<file path="src/rtl/adc_if_pkg.sv">
// Shared definitions for the ADC DDR pattern transmitter and its receive-side checker:
// FSM states, payload pattern codes, sync/midscale constants and the PN9 stepping function.
package adc_if_pkg;

  typedef enum logic [1:0] {
    ST_IDLE     = 2'd0,
    ST_PREAMBLE = 2'd1,
    ST_RUN      = 2'd2,
    ST_DONE     = 2'd3
  } tx_state_e;

  typedef enum logic [2:0] {
    PAT_FIXED    = 3'd0,
    PAT_RAMP     = 3'd1,
    PAT_CHECKER  = 3'd2,
    PAT_PN9      = 3'd3,
    PAT_MIDSCALE = 3'd4
  } pattern_e;

  localparam logic [7:0] SYNC_A     = 8'hA5;
  localparam logic [7:0] SYNC_B     = 8'h5A;
  localparam logic [7:0] MIDSCALE   = 8'h80;
  localparam logic [7:0] CHECK_EVEN = 8'h55;
  localparam logic [7:0] CHECK_ODD  = 8'hAA;

  // x^9 + x^5 + 1: the oldest bit (output) and the bit four places behind it feed back.
  localparam int PN9_TAP_HI = 8;
  localparam int PN9_TAP_LO = 4;

  typedef struct packed {
    logic [8:0]  state;
    logic [15:0] bits;
  } pn9_adv_t;

  // Advance a PN9 register 16 steps; the first output bit lands in bits[15].
  function automatic pn9_adv_t pn9_advance16(input logic [8:0] seed);
    pn9_adv_t   res;
    logic [8:0] s;
    logic       fb;
    s        = seed;
    res.bits = 16'h0000;
    for (int i = 0; i < 16; i++) begin
      res.bits = {res.bits[14:0], s[PN9_TAP_HI]};
      fb       = s[PN9_TAP_HI] ^ s[PN9_TAP_LO];
      s        = {s[7:0], fb};
    end
    res.state = s;
    return res;
  endfunction

endpackage

</file>
<file path="src/rtl/adc_ddr_pattern_tx_pn9_gen.sv">
// PN9 generator: seed load, 16-bit-per-step advance, 16-bit parallel output of the next
// bits to be sent. Shared with the receive-side pattern checker.
module pn9_gen
  import adc_if_pkg::*;
#(
  parameter logic [8:0] SEED = 9'h1FF
) (
  input  logic        clock,
  input  logic        reset_n,
  input  logic        load,
  input  logic        advance,
  output logic [15:0] bits
);

  logic [8:0] lfsr_r;
  pn9_adv_t   adv_s;

  // Look-ahead of the next 16 output bits and the register state after them.
  always_comb begin
    adv_s = pn9_advance16(lfsr_r);
  end

  assign bits = adv_s.bits;

  // Register update; load wins over advance so a new burst always restarts the sequence.
  always_ff @(posedge clock or negedge reset_n) begin
    if (!reset_n) begin
      lfsr_r <= SEED;
    end else if (load) begin
      lfsr_r <= SEED;
    end else if (advance) begin
      lfsr_r <= adv_s.state;
    end else begin
      lfsr_r <= lfsr_r;
    end
  end

endmodule

</file>
<file path="src/rtl/adc_ddr_pattern_tx.sv">
// AD9284-style dual-channel DDR pattern source: registered rise/fall bytes plus DCO enable,
// framed by a start/busy/done handshake with preamble, payload patterns and stop/abort.
module adc_ddr_pattern_tx
  import adc_if_pkg::*;
#(
  parameter int         DATA_WIDTH   = 8,
  parameter int         PREAMBLE_LEN = 4,
  parameter logic [8:0] PN_SEED      = 9'h1FF
) (
  input  logic                  clock,
  input  logic                  reset_n,
  input  logic                  start,
  input  logic                  stop,
  input  logic [2:0]            pattern_sel,
  input  logic [DATA_WIDTH-1:0] fixed_a,
  input  logic [DATA_WIDTH-1:0] fixed_b,
  input  logic [15:0]           burst_len,
  output logic                  busy,
  output logic                  done,
  output logic                  dco_en,
  output logic                  frame,
  output logic [DATA_WIDTH-1:0] data_rise,
  output logic [DATA_WIDTH-1:0] data_fall
);

  localparam logic [3:0] PRE_LAST = 4'(PREAMBLE_LEN);

  tx_state_e             state_r;
  logic [2:0]            pattern_r;
  logic [15:0]           burst_len_r;
  logic [DATA_WIDTH-1:0] fixed_a_r;
  logic [DATA_WIDTH-1:0] fixed_b_r;
  logic [3:0]            pre_cnt_r;
  logic [15:0]           word_cnt_r;

  logic                  complete_s;
  logic                  pn_load_s;
  logic                  pn_adv_s;
  logic [15:0]           pn_bits_s;
  logic [DATA_WIDTH-1:0] payload_a_s;
  logic [DATA_WIDTH-1:0] payload_b_s;

  pn9_gen #(
    .SEED (PN_SEED)
  ) u_pn9 (
    .clock   (clock),
    .reset_n (reset_n),
    .load    (pn_load_s),
    .advance (pn_adv_s),
    .bits    (pn_bits_s)
  );

  // word_cnt_r counts words already sent; a zero length never completes on its own.
  assign complete_s = (burst_len_r != 16'h0000) && (word_cnt_r == burst_len_r);

  // PN control: reload on burst acceptance, step once per payload word actually emitted.
  always_comb begin
    pn_load_s = 1'b0;
    pn_adv_s  = 1'b0;
    case (state_r)
      ST_IDLE:     pn_load_s = start;
      ST_PREAMBLE: pn_adv_s  = !stop && (pre_cnt_r == PRE_LAST);
      ST_RUN:      pn_adv_s  = !stop && !complete_s;
      ST_DONE:     pn_adv_s  = 1'b0;
      default:     pn_adv_s  = 1'b0;
    endcase
  end

  // Payload word for index word_cnt_r, registered directly into the output stage.
  always_comb begin
    payload_a_s = fixed_a_r;
    payload_b_s = fixed_b_r;
    case (pattern_r)
      PAT_RAMP: begin
        payload_a_s = DATA_WIDTH'(word_cnt_r[7:0]);
        payload_b_s = DATA_WIDTH'(~word_cnt_r[7:0]);
      end
      PAT_CHECKER: begin
        if (word_cnt_r[0]) begin
          payload_a_s = DATA_WIDTH'(CHECK_ODD);
          payload_b_s = DATA_WIDTH'(CHECK_EVEN);
        end else begin
          payload_a_s = DATA_WIDTH'(CHECK_EVEN);
          payload_b_s = DATA_WIDTH'(CHECK_ODD);
        end
      end
      PAT_PN9: begin
        payload_a_s = DATA_WIDTH'(pn_bits_s[15:8]);
        payload_b_s = DATA_WIDTH'(pn_bits_s[7:0]);
      end
      PAT_MIDSCALE: begin
        payload_a_s = DATA_WIDTH'(MIDSCALE);
        payload_b_s = DATA_WIDTH'(MIDSCALE);
      end
      default: begin
        payload_a_s = fixed_a_r;
        payload_b_s = fixed_b_r;
      end
    endcase
  end

  // Burst FSM; outputs are registered for the state being entered, so they default to idle.
  always_ff @(posedge clock or negedge reset_n) begin
    if (!reset_n) begin
      state_r     <= ST_IDLE;
      pattern_r   <= 3'd0;
      burst_len_r <= 16'h0000;
      fixed_a_r   <= '0;
      fixed_b_r   <= '0;
      pre_cnt_r   <= 4'd0;
      word_cnt_r  <= 16'h0000;
      busy        <= 1'b0;
      done        <= 1'b0;
      dco_en      <= 1'b0;
      frame       <= 1'b0;
      data_rise   <= '0;
      data_fall   <= '0;
    end else begin
      busy      <= 1'b0;
      done      <= 1'b0;
      dco_en    <= 1'b0;
      frame     <= 1'b0;
      data_rise <= '0;
      data_fall <= '0;
      case (state_r)
        ST_IDLE: begin
          if (start) begin
            state_r     <= ST_PREAMBLE;
            pattern_r   <= pattern_sel;
            burst_len_r <= burst_len;
            fixed_a_r   <= fixed_a;
            fixed_b_r   <= fixed_b;
            pre_cnt_r   <= 4'd1;
            word_cnt_r  <= 16'h0000;
            busy        <= 1'b1;
            dco_en      <= 1'b1;
            data_rise   <= DATA_WIDTH'(SYNC_A);
            data_fall   <= DATA_WIDTH'(SYNC_B);
          end else begin
            state_r <= ST_IDLE;
          end
        end
        ST_PREAMBLE: begin
          if (stop) begin
            state_r <= ST_DONE;
            done    <= 1'b1;
          end else if (pre_cnt_r == PRE_LAST) begin
            state_r    <= ST_RUN;
            word_cnt_r <= word_cnt_r + 16'h0001;
            busy       <= 1'b1;
            dco_en     <= 1'b1;
            frame      <= 1'b1;
            data_rise  <= payload_a_s;
            data_fall  <= payload_b_s;
          end else begin
            pre_cnt_r <= pre_cnt_r + 4'd1;
            busy      <= 1'b1;
            dco_en    <= 1'b1;
            data_rise <= DATA_WIDTH'(SYNC_A);
            data_fall <= DATA_WIDTH'(SYNC_B);
          end
        end
        ST_RUN: begin
          // Stop and natural completion both end in a single DONE cycle.
          if (stop || complete_s) begin
            state_r <= ST_DONE;
            done    <= 1'b1;
          end else begin
            word_cnt_r <= word_cnt_r + 16'h0001;
            busy       <= 1'b1;
            dco_en     <= 1'b1;
            data_rise  <= payload_a_s;
            data_fall  <= payload_b_s;
          end
        end
        ST_DONE: begin
          state_r <= ST_IDLE;
        end
        default: begin
          state_r <= ST_IDLE;
        end
      endcase
    end
  end

endmodule

</file>
<file path="config.mk">
export PLATFORM = sky130hd
export DESIGN_NAME = adc_ddr_pattern_tx
export DESIGN_NICKNAME = d
export VERILOG_FILES = /design/src/rtl/adc_if_pkg.sv /design/src/rtl/adc_ddr_pattern_tx_pn9_gen.sv /design/src/rtl/adc_ddr_pattern_tx.sv
export SDC_FILE = /design/constraint.sdc
export NUM_CORES = 1
export LEC_CHECK = 0
export CORE_UTILIZATION = 60
export DETAILED_ROUTE_END_ITERATION = 8
export GPL_TIMING_DRIVEN = 0
export PLACE_DENSITY = 0.82
export SLEW_MARGIN = 20
export SYNTH_ARGS = -nofsm -noshare
export SYNTH_HDL_FRONTEND = slang
export SYNTH_SLANG_ARGS = --single-unit
</file>
<file path="constraint.sdc">
create_clock -name clock -period 3.7 [get_ports clock]
set_clock_uncertainty 0.15 [all_clocks]
set_input_delay 0.37 -clock clock [delete_from_list [all_inputs] [get_ports clock]]
set_output_delay 0.37 -clock clock [all_outputs]
set_load 0.01 [all_outputs]
</file>
---- Yosys cells after proc, flatten, opt, wreduce, memory -nomap -nowiden ----
Cells that the tools add are included.
word-level totals
  flip-flop bits (word level) ............. 85
  bits of input ports ..................... 39
  output and inout port bits .............. 20
  word-level logic and storage cells ...... 105
cells by class
  $add $sub $neg .......................... 2
  eq/ne operators ......................... 16
  mux-type cells .......................... 42
  bitwise operators ....................... 17
  reduce and logical (&&, ||, !) cells .... 15
operators with widths
  operator                                       number
  two-way mux 8 bit                              9
  two-way mux 16 bit                             4
  case mux 8 bit (4 select lines)                2
  case mux 16 bit (3 select lines)               1
  case mux 8 bit (3 select lines)                2
  two-way mux 9 bit                              2
  adder 16 x 1 -> 16 bit, second input constant  1
  == test 16 bit                                 1
  nonzero test 16 bit                            1
  bitwise XOR 1 bit                              16
  two-way mux 4 bit                              3
  inequality test 2 bit, second input constant   6
  two-way mux 1 bit                              10
  inverter 8 bit                                 1
  case mux 2 bit (4 select lines)                1
  case mux 4 bit (2 select lines)                1
  two-way mux 7 bit                              1
  == test 3 x 2 -> 1 bit, second input constant  2
  two-way mux 2 bit                              3
  AND reduction 5 bit                            1
  adder 4 x 1 -> 4 bit, second input constant    1
  == test 2 bit, second input constant           2
  == test 4 x 3 -> 1 bit, second input constant  1
  case mux 1 bit (2 select lines)                2
  other kinds (13)                               18

---- Depth between registers and ports, before layout ----
  depth in word-level cells ............... 7
  gate-level depth with buffers ........... 9
  gate-level depth less buffers ........... 8

---- By module ----
Synthesis repeated with hierarchy kept, for this count alone.
unflattened totals
  cells, all modules ...................... 451
  area total of the unflattened synthesis .. 4753.3 um2
modules (own cells, without submodules)
  module              times used  cells an instance  area each (um2)  seq. area each (um2)
  adc_ddr_pattern_tx  1           393                4111.4           1901.8
  pn9_gen             1           58                 641.9            236.5

---- Worst setup path before layout ----
OpenSTA, ideal clock, no wires.
  kind .................................... register to register
  start point ............................. register state_r[1]
  end point ............................... register word_cnt_r[9]
  library setup time ...................... 0.092 ns
  arrival ................................. 1.968 ns
  required time ........................... 3.458 ns
  setup slack ............................. 1.490 ns
  stages on the path, launching flop included .. 9
  buffers on the path ..................... 1
  clock period less this slack ............ 2.210 ns
  path through ............................ dfrtp_1 > inv_1 > ha_1 > o21a_1 > a2111oi_4 > o21ai_4 > or2_4 > buf_12 > o31ai_2
on the way
  word-level cells in the longest chain between the ends .. 3
  elaborated cells between the ends (all ways) .. 10
  classes of those cells .................. eq/ne (6); mux (1); reduce/logical (3)
RTL lines
  what                                                                          line                       RTL
  from (decl)                                                                   adc_ddr_pattern_tx.sv:28   tx_state_e state_r;
  from (signal assigned)                                                        adc_ddr_pattern_tx.sv:105  state_r <= ST_IDLE;
  from (signal assigned)                                                        adc_ddr_pattern_tx.sv:128  state_r <= ST_PREAMBLE;
  from (signal assigned)                                                        adc_ddr_pattern_tx.sv:140  state_r <= ST_IDLE;
  == test 2 bit (tied with other cells)                                         adc_ddr_pattern_tx.sv:125  case (state_r)
  inequality test 2 bit (no source line) or nonzero test 3 bit (tied branches)  -
  AND reduction 5 bit (no source line)                                          -
  to (signal assigned)                                                          adc_ddr_pattern_tx.sv:149  word_cnt_r <= word_cnt_r + 16'h0001;
  to (signal assigned)                                                          adc_ddr_pattern_tx.sv:169  word_cnt_r <= word_cnt_r + 16'h0001;
  to (decl)                                                                     adc_ddr_pattern_tx.sv:34   logic [15:0] word_cnt_r;
Parallel ways exist; a longest one is shown, timed or not.
A chain may end at the register's enable or synchronous reset.

---- Final worst setup path ----
Same ends and word-level chain as after synthesis.

==> results.toml <==
[clocking]
clk_latency_ns = 0.34
clock-sinks = 85
htreeDepth = 3
cts_buffers = 9
clk_path_buf_depth = 2
cts_tree = "yes"
cts.clk_slew.worst_paths_ns = 0.09
cts-root-buf = "clkbuf_8"
ctsResizeCount = 0

[timing]
fin_ws_ns = 1.25
period_share_pct = 66.1
worst_pin_slew_ns = 0.712
setup_viol = 0
slew_headroom_pct = 52.5
hold_viol_final = 0
maxSlewViolCount = 0
post-route-min-period_ns = 2.45
grt_setup_unrepaired = "no"
fmax_mhz = 409

[place]
dp_slack_ns = 1.21
port_buffers = 58
dp_hpwl_um = 8010
gp_congestion = 0.960

[synth]
avgSynthCellArea_sq_um = 10.6
yosysSeqAreaShare_pct = 44.8
synth_edf_count = 0
synthFlopType = "dfrtp_1"
syn_area_sq_um = 4770
synthArstFlopShare_pct = 100
ys_seq_elements = 85
synth_warnings = 0
synth_nets = 499
syn_inst = 452
synth_cell_types = 57

[power_and_ir_drop]
p_int_w = 0.00278
p_switching_w = 0.00200
seqPwrFrac_pct = 33.9
swShare_pct = 41.8
power_density_nw_per_um2 = 832
ir_drop_v = 0.000486
p_clk_share_pct = 14.7
power_w = 0.00477
comb_power_share_pct = 51.4
p_leak_nw = 2.50

[routing]
wl_met1_um = 5030
initialDrtViolationCount = 233
routed.top_layer = "met4"
via_count = 3644
wire_per_inst_um = 17.1
detail-route-antenna-nets = 0
wl_um = 10800
viasPerCell = 5.78
dr_wl_met3_um = 566
first_pass_iters = 5
post-route-drc-count = 0
wl_met2_um = 5070

[critical_path]
path_class = "flip-flop to flip-flop"
cp-startpoint = "state_r[1]"
crit_path_max_fanout = 10
startpoint_type = "flip-flop"
worstPathRequired_ns = 3.80
rr_startpoint = "state_r[1]"
critPathCaptureType = "flip-flop"
cp_data_arrival_time_ns = 2.55

[grt]
grt.total_usage_pct = 27.8
grt_pass1_vias = 3530
grt_antenna_before_repair = 0
grt_pass1_wl_um = 18000
grt_start_max_net_pins = 47
gr-total-overflow = 0

[min_path]
hp-start = "fixed_a_r[6]"
hold_class = "flip-flop to flip-flop"

[floorplanning]
start_util_pct = 61.8
core_area_sq_um = 7730
die_h_um = 91.2
fp.dieW_um = 91.2
dieArea_sq_um = 8320
num_io_pins = 59
rows = 32

[layout]
drive_gt1_share_pct = 19.5
multi_input_area_sq_um = 2410
antenna_cells_inserted = 0
area_delta_synth_final_pct = 20.2
ff_latch_area_sq_um = 2140
nets = 570
fillers = 577

[job]
drv_cap = 0

[status]
status = "finished, final reports clean"
-- metrics by stage --
stage | instance area (sq um) | setup TNS [ns] | cells | utilization (%) | hold WS, ns
floorplan | 4770 | 0 | 452 | - | -0.0756
global placement | 5480 | -60.89 | 612 | 71.0 | 0.347
detailed placement | 5510 | 0 | 613 | 71.3 | 0.232
CTS | 5740 | 0 | 630 | 74.3 | 0.375
global route | 5740 | 0 | 630 | 74.3 | 0.397
finish | 5740 | 0 | 630 | 74.3 | 0.377
-- cell families (layout without fill, tap and decap cells) --
| family | Yosys count | after routing | synth area share [%] |
|---|---|---|---|
| AO/OA/AOI/OAI | 107 | 107 | 16.3 |
| buffers and inverters | 43 | 119 | 4.74 |
| multiplexers | 50 | 50 | 12.0 |
| flip-flops | 85 | 85 | 44.8 |
| AND/OR/NAND/NOR | 126 | 126 | 14.0 |
| XOR/XNOR | 32 | 32 | 5.87 |
| adder cells (fa/ha/maj) | 9 | 9 | 2.31 |
-- synth_stat cells (all sizes together), types with 10 or more instances --
cell	n	area, sq um
buf	18	133
clkbuf	12	45.0
nand3	19	108
mux2	38	428
xor2	23	201
o21ai	37	215
dfrtp	76	1900
nand2	40	150
mux2i	10	100
a21oi	22	110
nor2	27	101
inv	13	48.8
-- worst max-delay path: stages (launching register included) --
cell and delay [ns]:
dfrtp_1 0.41, inv_1 0.10, ha_1 0.29, o21a_1 0.23
a2111oi_4 0.35, o21ai_4 0.17, or2_4 0.29, buf_12 0.16
o31ai_2 0.20
-- path summary, 6_finish.rpt --
check,to,slack [ns],depth (start not counted)
max,word_cnt_r[9],1.25,8
min,fixed_a_r[6],0.38,1
max reg2reg,word_cnt_r[9],1.25,8
min reg2reg,fixed_a_r[6],0.38,1
max in group asynchronous,dco_en,2.39,3
min in group asynchronous,data_fall[5],0.39,2
-- power by group through the flow --
| stage | combinational [W] | sequential, W | clock (W) |
|---|---|---|---|
| floorplan | 0.00181 | 0.00155 | 0 |
| detailed placement | 0.00242 | 0.00163 | 0 |
| finish | 0.00245 | 0.00162 | 0.000702 |
| global placement | 0.00235 | 0.00161 | 0 |
| global route | 0.00269 | 0.00166 | 0.000745 |
| CTS | 0.00244 | 0.00162 | 0.000706 |
-- cell type report --
| class | count | area share, % |
|---|---|---|
| buffer | 30 | 3.10 |
| clock buffer | 12 | 2.88 |
| clock inverter | 4 | 0.959 |
| inverter | 13 | 0.850 |
| multi-input combinational | 324 | 42.0 |
| sequential | 85 | 37.3 |
| tap | 102 | 2.22 |
| timing repair buffer | 60 | 10.7 |
-- state kept, by name (all words and copies together), names as in the netlist, 2 cells and up --
signal / flops
fixed_b_r: 8
word_cnt_r: 16
state_r: 2
u_pn9.lfsr_r: 9
burst_len_r: 16
data_rise: 8
fixed_a_r: 8
pre_cnt_r: 4
pattern_r: 3
data_fall: 8
-- cells in the final DEF, fill, tap and decap left out, drive strengths merged, types with 10 or more instances in the layout --
master	netlist	routed
xor2	23	23
a21oi	22	22
o21ai	37	37
clkbuf	12	24
nand3	19	19
inv	13	13
mux2	38	38
nand2	40	40
clkdlybuf4s50	0	57
nor2	27	27
dfrtp	76	76
mux2i	10	10
buf	18	20
-- layer usage --
layer  track usage, %  vias up
met2             44.2      115
met1             40.2     1783
met3             4.61       10
met5                0        -
met4             6.35        0
li1                 -     1736
-- repair_timing --
item                                    4_1_cts  5_1_grt
endpoints found under the hold margin        30        0
endpoints found under the setup margin        0        0
hold buffers                                  1        0
buffers inserted                              0        0
(Power assumes the default switching activity.)
==> patch (config.mk and constraints unchanged) <==
`DATA_WIDTH`: 8 -> 10.
--- a/src/rtl/adc_ddr_pattern_tx.sv
+++ b/src/rtl/adc_ddr_pattern_tx.sv
@@ -3,7 +3,7 @@
 module adc_ddr_pattern_tx
   import adc_if_pkg::*;
 #(
-  parameter int         DATA_WIDTH   = 8,
+  parameter int         DATA_WIDTH   = 10,
   parameter int         PREAMBLE_LEN = 4,
   parameter logic [8:0] PN_SEED      = 9'h1FF
 ) (
Ports: changed (resized data_fall, data_rise, fixed_a and fixed_b); port bits go from 59 to 67. No check against the original RTL was run, so the function may have changed too.
==> patch against the original RTL <==
Count of clock-buffer cells in the layout fell by 2. Setup slack lost 0.46 ns. Power up 2.3%. Sequential cell count increased by 8. Critical path depth unchanged. Wire length rose by 13%. Synthesized area rose by 3.7%. Design area rose by 3.7%. Highest routed layer unchanged.
==> patch: results <==
export IMPL_critical_path_top_delay_family="buffers and inverters"
export IMPL_grt_first_pass_wirelength_mm=20.4
export IMPL_drtIter0Drc=253
export IMPL_numCtsBuffers=9
export IMPL_cts_hold_buf=1
export IMPL_ir_drop_v=0.000413
export IMPL_cpPeakStageDelay_ns=0.42
export IMPL_syn_avg_cell_area_um2=10.0
export IMPL_grt_pass1_vias=4080
export IMPL_fillerInstances=559
export IMPL_cts_setup_buffers=0
export IMPL_vias=4157
export IMPL_reg_top3="burst_len_r: 16 flops, word_cnt_r: 16 flops"
export IMPL_place_inst=663
export IMPL_nNetsFinal=624
export IMPL_synth_fp_nets=545
export IMPL_finalNonFillerCells=680
export IMPL_pg_seq_mw=1.74
export IMPL_clk_power_mw=0.632
export IMPL_synth_fa_ha_area_share_pct=2.22
export IMPL_slowest_stage="dfrtp_1"
export IMPL_cp_endpoint="u_pn9.lfsr_r[7]"
export IMPL_maxClockFrequency_mhz=344
export IMPL_drtPass1Iterations=5
export IMPL_r2r_cells=8
export IMPL_status="completed"
export IMPL_synthArstFlopShare_pct=100
export IMPL_wirelength_mm=12.1
export IMPL_synth_commonest_cells="dfrtp_1, nand2_1, o21ai_0"
export IMPL_power_switching_mw=2.10
export IMPL_hold_path_class="primary input to asynchronous set/reset pin"
export IMPL_synthTopCellsByArea="dfrtp_1, mux2_2, dfstp_2"
export IMPL_hpwl_mm=8.93
export IMPL_relSlewSlack_pct=54.1
export IMPL_crit_arrival_ns=3.05
export IMPL_holdWs_ns=0.324
export IMPL_synthMuxAreaShare_pct=10.7
export IMPL_ys_warn_count=0
export IMPL_crit_path_start_kind="flip-flop"
export IMPL_synth_distinct_cells=53
export IMPL_port_buffers=66
export IMPL_clockBufferDepth=2
export IMPL_synth_compound_area_share_pct=16.5
export IMPL_r2r_slack_ns=0.79
export IMPL_grt_start_max_net_pins=63
export IMPL_post_cts_resized=0
export IMPL_synth_xor_area_share_pct=5.66
export IMPL_ys_seq_area_share_pct=47.2
export IMPL_gp_congestion=0.944
export IMPL_finalSetupViolCount=0
export IMPL_worstSkewPairLatency_ns=0.36
export IMPL_post_place_ws_ns=0.803
export IMPL_grt_use_total_pct=30.8
export IMPL_power_total_mw=4.89
export IMPL_drive_above_1_share_pct=13.1
export IMPL_reg2reg_from="state_r[0]"
export IMPL_leakagePower_nw=2.52
export IMPL_placed_area_um2=5760
==> patch: cell count changes after synthesis, moves of 8 or more <==
cell / delta
o21ai_0: +10
and3_1: +9
a211o_1: +11
nand2_1: +11
dfrtp_1: +8
a21oi_1: +8
nand3_1: -11
xor2_1: -11
clkbuf_1: +10
xnor2_1: +11
==> patch: layer usage <==
| metal | wire length, um | vias to the layer above | GRT usage [%] | part of all wire (%) |
|---|---|---|---|---|
| met1 | 5180 | 2028 | 42.5 | 43 |
| met3 | 895 | 27 | 5.50 | 7.4 |
| met5 | 0 | - | 0 | 0 |
| li1 | - | 1906 | - | - |
| met4 | 234 | 0 | 11.0 | 1.9 |
| met2 | 5830 | 196 | 49.0 | 48 |
==> patch: cell type report <==
type	instances	area, um2	area share (%)
Buffer	30	128	2.14
Clock buffer	10	138	2.31
Clock inverter	6	38.8	0.652
Inverter	18	67.6	1.14
Multi-Input combinational cell	353	2420	40.6
Sequential cell	93	2340	39.3
Tap cell	102	128	2.14
Timing Repair Buffer	68	696	11.7
